## src/rtl/reg_fifo.sv

```systemverilog
// Register-array FIFO: DEPTH x DATA_W flip-flop storage with registered read port and error pulses.
// Optional REG_FIFO_COUNT_EN adds a registered occupancy output `count`.
module reg_fifo #(
    parameter int unsigned DATA_W = 8,
    parameter int unsigned DEPTH  = 8,
    parameter int unsigned ADDR_W = 3
) (
    input  logic              clk,
    input  logic              rst_n,
    input  logic              wr_en,
    input  logic [DATA_W-1:0] wr_data,
    input  logic              rd_en,
    output logic [DATA_W-1:0] rd_data,
    output logic              rd_valid,
    output logic              full,
    output logic              empty,
    output logic              wr_err,
`ifdef REG_FIFO_COUNT_EN
    output logic [ADDR_W:0]   count,
`endif
    output logic              rd_err
);

    logic [DATA_W-1:0] mem_q [DEPTH];
    logic [ADDR_W:0]   wr_ptr_q, wr_ptr_d;
    logic [ADDR_W:0]   rd_ptr_q, rd_ptr_d;
    logic [DATA_W-1:0] rd_data_q, rd_data_d;
    logic              rd_valid_q;
    logic              wr_err_q;
    logic              rd_err_q;
    logic              wr_acc;
    logic              rd_acc;

    // Extra pointer MSB distinguishes a full wrap from empty when the index bits match.
    assign empty = (wr_ptr_q == rd_ptr_q);
    assign full  = (wr_ptr_q[ADDR_W-1:0] == rd_ptr_q[ADDR_W-1:0]) &&
                   (wr_ptr_q[ADDR_W] != rd_ptr_q[ADDR_W]);

    assign wr_acc = wr_en & ~full;
    assign rd_acc = rd_en & ~empty;

    always_comb begin
        wr_ptr_d  = wr_ptr_q;
        rd_ptr_d  = rd_ptr_q;
        rd_data_d = rd_data_q;
        if (wr_acc) begin
            wr_ptr_d = wr_ptr_q + 1'b1;
        end
        if (rd_acc) begin
            rd_ptr_d  = rd_ptr_q + 1'b1;
            rd_data_d = mem_q[rd_ptr_q[ADDR_W-1:0]];
        end
    end

    always_ff @(posedge clk) begin
        if (!rst_n) begin
            wr_ptr_q   <= '0;
            rd_ptr_q   <= '0;
            rd_data_q  <= '0;
            rd_valid_q <= 1'b0;
            wr_err_q   <= 1'b0;
            rd_err_q   <= 1'b0;
        end else begin
            wr_ptr_q   <= wr_ptr_d;
            rd_ptr_q   <= rd_ptr_d;
            rd_data_q  <= rd_data_d;
            rd_valid_q <= rd_acc;
            wr_err_q   <= wr_en & full;
            rd_err_q   <= rd_en & empty;
        end
    end

    // Storage has no reset; only the pointers define what is valid.
    always_ff @(posedge clk) begin
        if (rst_n && wr_acc) begin
            mem_q[wr_ptr_q[ADDR_W-1:0]] <= wr_data;
        end
    end

    assign rd_data  = rd_data_q;
    assign rd_valid = rd_valid_q;
    assign wr_err   = wr_err_q;
    assign rd_err   = rd_err_q;

`ifdef REG_FIFO_COUNT_EN
    logic [ADDR_W:0] count_q, count_d;

    always_comb begin
        count_d = count_q;
        if (wr_acc && !rd_acc) begin
            count_d = count_q + 1'b1;
        end else if (rd_acc && !wr_acc) begin
            count_d = count_q - 1'b1;
        end
    end

    always_ff @(posedge clk) begin
        if (!rst_n) begin
            count_q <= '0;
        end else begin
            count_q <= count_d;
        end
    end

    assign count = count_q;
`endif

`ifndef SYNTHESIS
    always_ff @(posedge clk) begin
        assert (DEPTH == (32'd1 << ADDR_W))
        else $error("reg_fifo: ADDR_W does not match DEPTH");
    end
`endif

endmodule
```

## config.mk

```make
export PLATFORM = sky130hd
export DESIGN_NAME = reg_fifo
export DESIGN_NICKNAME = d
export VERILOG_FILES = /design/src/rtl/reg_fifo.sv
export SDC_FILE = /design/constraint.sdc
export NUM_CORES = 1
export LEC_CHECK = 0
export ABC_AREA = 1
export CORE_ASPECT_RATIO = 0.6
export CORE_MARGIN = 5
export CORE_UTILIZATION = 40
export DETAILED_ROUTE_END_ITERATION = 10
export PLACE_DENSITY = 0.69
export SYNTH_ARGS = -nofsm -noshare
export SYNTH_HDL_FRONTEND = slang
export SYNTH_SLANG_ARGS = --single-unit
```

## constraint.sdc

```tcl
create_clock -name clk -period 2.75 [get_ports clk]
set_clock_uncertainty 0.05 [all_clocks]
set_input_delay 0.55 -clock clk [delete_from_list [all_inputs] [get_ports clk]]
set_output_delay 0.55 -clock clk [all_outputs]
set_load 0.005 [all_outputs]
```

==> After elaboration in Yosys (flattened, before gate mapping) <==
Memory sizes are Yosys's and may differ from the RTL's. A register that Yosys moved wholly into a read port is not among the register bits.
Cells that the tools add are included.
{ "op_classes": {"addsub": 2, "n_eq_ne": 3, "mux": 2, "n_bitwise": 6, "reduce_logical": 3} }
{ "op_table": {"columns": ["op", "n"], "rows": [
  ["adder 4 x 1 -> 4 bit, second input constant", 2],
  ["AND 1 bit", 4],
  ["equality test 4 bit", 1],
  ["equality test 3 bit", 1],
  ["logical AND 1 bit", 2],
  ["two-way mux 1 bit", 2],
  ["NOT 1 bit", 2],
  ["logical NOT 1 bit", 1],
  ["inequality test 1 bit", 1]
]} }
{ "totals": {"reg_bits": 11, "ram_bits": 64, "in_bits": 12, "out_inout_bits": 13, "mem_count": 1} }
{ "mem_list": {"columns": ["memory", "depth", "width", "rd", "rd_clocked_by_memory_dff", "wr", "line_no", "rtl"], "rows": [
  ["mem_q", 8, 8, 1, 1, 1, "24", "logic [DATA_W-1:0] mem_q [DEPTH];"]
]} }

==> Depth between registers and ports, before layout <==
{ "logic_depth": {"ltp_word": 7, "depth_mapped": 11} }

==> Worst setup path after synthesis <==
No wires, ideal clock.
{ "synth_path": {"path_kind": "register to register", "from": "reg rd_ptr_q[1]", "to": "mem mem_q[7][0], enable pin", "t_arrival_ns": 1.463, "required_ns": 2.317, "slack_ns": 0.853, "path_stages_with_launch": 8, "n_path_buf": 1, "path_cell_list": "dfxtp_1 buf_4 nand2_1 nand2_1 inv_1 nand4_1 nand2_1 nor3_1"} }
{ "synth_between": {"elab_chain_cells": 7} }
{ "synth_lines": {"columns": ["element", "line_no", "rtl"], "rows": [
  ["start, declared", "26", "logic [ADDR_W:0] rd_ptr_q, rd_ptr_d;"],
  ["start signal, assigned", "65", "rd_ptr_q <= rd_ptr_d;"],
  ["equality test 3 bit", "36", "assign full = (wr_ptr_q[ADDR_W-1:0] == rd_ptr_q[ADDR_W-1:0]) &&"],
  ["logical AND 1 bit", "36", null],
  ["NOT 1 bit", "39", "assign wr_acc = wr_en & ~full;"],
  ["AND 1 bit", "39", null],
  ["logical AND 1 bit", "75", "if (rst_n && wr_acc) begin"],
  ["two-way mux 1 bit", "75", null],
  ["two-way mux 1 bit (implied by the code)", "76", "mem_q[wr_ptr_q[ADDR_W-1:0]] <= wr_data;"],
  ["end, declared", "24", null]
]} }
Every way passes these cells.

==> Worst setup path after layout <==
{ "layout_path": {"from": "reg wr_ptr_q[1]", "to": "out empty"} }
{ "layout_between": {"elab_chain_cells": 1} }
{ "layout_lines": {"columns": ["element", "line_no", "rtl"], "rows": [
  ["start, declared", "25", "logic [ADDR_W:0] wr_ptr_q, wr_ptr_d;"],
  ["start signal, assigned", "64", "wr_ptr_q <= wr_ptr_d;"],
  ["equality test 4 bit", "35", "assign empty = (wr_ptr_q == rd_ptr_q);"],
  ["end, declared", "16", "output logic empty,"]
]} }
Every way passes these cells.

==> out/metrics.yaml <==
die_w_um: 131
regArea_um2: 2300
numCtsBuffers: 9
cts_hold_buffers: 0
highest_layer: "met4"
clk_latency_ps: 340
post_cts_buffers: 0
power.net_switching_uw: 673
setup_violations: 0
cp.arrival_ps: 1950
vias_per_cell: 5.04
hold_depth: 2
drc_errors: 0
first_pass_iters: 5
powerDensity_nw_per_um2: 709
dpl-instance-area_um2: 3900
synth_edf_count: 64
cts_root_buf: "clkbuf_16"
core_um2: 8520
first_global_vias: 2320
track_usage: 0.158
drive_gt1_frac: 0.102
rsz0062_at_grt: "no"
p_seq_frac: 0.471
ios: 25
dp.cells: 489
worstPathMaxFanout: 7
met1_length_mm: 4.06
wl_met2_mm: 3.12
fin_cells: 505
place_congestion: 0.859
yosysSeqAreaShare: 0.658
synthArstFlopShare: 0
worstSetupPathType: "reg -> out"
cp-end-kind: "primary output"
ant_nets: 0
cts_buffer_depth: 2
clk_pin_slew_ps: 60
clkSinkCount: 83
fillers: 785
yosysWarnings: 0
vias: 2545
grt_pass1_wl_mm: 12.3
synth_top_area_cell: "edfxtp_1"
critPathLaunchType: "flip-flop"
antenna_found_initial: 0
synthFlopType: "edfxtp_1"
wirelength_mm: 7.83
tritoncts: "yes"
netlist_instances: 353
synth_top_area_share: 0.549
finalCriticalPeriod_ps: 2550
syn_area_um2: 3500
internal_power_mw: 2.32
cap_violations: 0
syn_area_per_cell_um2: 9.91
fin_setup_tns_ps: 0
crit_required_ps: 2150
rrSetupSlack_ps: 740
multi_input_area_um2: 1010
dr_wl_met3_um: 584
design_area_um2: 4220
min_path_type: "reg -> reg"
fmax_ghz: 0.392
reg2regPathDepth: 9
start_util: 0.410
synthTopCellsByArea: "edfxtp_1 55%, nand2_1 13%, dfxtp_1 11%"
vdd_ir_drop_max_uv: 438
synth-seq-cells: 83
status: "finished, final reports clean"
synth_common_cells: "120 x nand2_1, 64 x edfxtp_1, 58 x nand3_1"
die_area_um2: 10800
yosysMostFrequentCell: "nand2_1"
grt_max_degree: 31
syn_nets: 367
dieHeight_um: 82.4
first_iter_violations: 243
num_rows: 26
ys_types: 20
grt.overflow.total: 0
period_share: 0.929
drv_slew: 0
slew_headroom: 0.703
fin_total_pwr_mw: 2.99
area_growth_pct: 20.7
p_leak_nw: 1.67
cts.repair.resized: 0
h-tree-depth: 3
antennaDiodeCount: 0
power_frac_comb: 0.111
nets: 402
wl_per_cell_um: 15.5
worstMarginPinSlew_ps: 445
swShare: 0.225
power_frac_clock: 0.418
io_buffers: 24
dp_hpwl_mm: 5.54
finalHoldViolations: 0
-- state kept, by name, indices dropped and copies added (netlist names) --
name / count
rd_valid: 1
wr_ptr_q: 4
rd_data: 8
rd_err: 1
wr_err: 1
mem_q: 64
rd_ptr_q: 4
-- power groups by stage --
stage                     Clock [mW]  Combinational, mW  Sequential [mW]
after CTS                       1.27              0.335             1.41
after detailed placement           0              0.333             1.44
final                           1.25              0.332             1.41
after global routing            1.33              0.375             1.41
after global placement             0              0.331             1.43
after floorplan                    0              0.207             1.43
-- stage by stage --
step                 util  hold slack (ps)  setup WS, ps
floorplan               -              402           853
global route        0.495              481          39.7
CTS                 0.495              450           203
finish              0.495              445           196
detailed placement  0.458              430           552
global placement    0.458              433           502
-- logic make-up after synthesis --
logic type                 after synthesis  share of synthesized area
AOI/OAI and AO/OA                        8                     0.0114
buffers and inverters                   40                     0.0529
and+or+nand+nor                        218                      0.265
adders and majority gates                2                    0.00715
DFF                                     83                      0.658
xor gates and xnor gates                 2                    0.00501
-- layout make-up --
class | instances | share of cell area
sequential | 83 | 0.545
clock buffer | 15 | 0.0682
clock inverter | 1 | 0.00711
inverter | 24 | 0.0213
tap | 112 | 0.0332
timing repair buffer | 40 | 0.0854
multi-input combinational | 230 | 0.239
-- placed cells by master (no fill, tap or decap), drive strengths merged, types with 2 or more instances in the layout --
cell	netlist	layout
a21oi	8	8
buf	12	16
clkbuf	4	15
clkdlybuf4s50	0	24
dfxtp	19	19
edfxtp	64	64
ha	2	2
inv	24	24
nand2	124	124
nand3	58	58
nor2	31	31
nor3	4	4
xor2	2	2
-- worst paths after layout --
path | from | end
min reg2reg | rd_ptr_q[3]$_SDFFE_PN0P_ | rd_ptr_q[3]$_SDFFE_PN0P_
max | wr_ptr_q[1]$_SDFFE_PN0P_ | empty
max reg2reg | rd_ptr_q[1]$_SDFFE_PN0P_ | mem_q[0][3]$_DFFE_PP_
min | rd_ptr_q[3]$_SDFFE_PN0P_ | rd_ptr_q[3]$_SDFFE_PN0P_
-- critical path, stage by stage (launching register included) --
cell             delay [ps]
dfxtp_1                 480
inv_1                    90
nand2_1                  60
nand2_1                  80
nor2_2                  200
nand2_4                 110
inv_1                    80
clkdlybuf4s50_1         500
-- per-layer routing --
| layer | vias to the layer above | GRT usage |
|---|---|---|
| met3 | 8 | 0.0591 |
| met4 | 0 | 0.0339 |
| met1 | 1229 | 0.238 |
| li1 | 1240 | - |
| met5 | - | 0 |
| met2 | 68 | 0.215 |
Note: power is estimated with default switching activity, not from simulation.
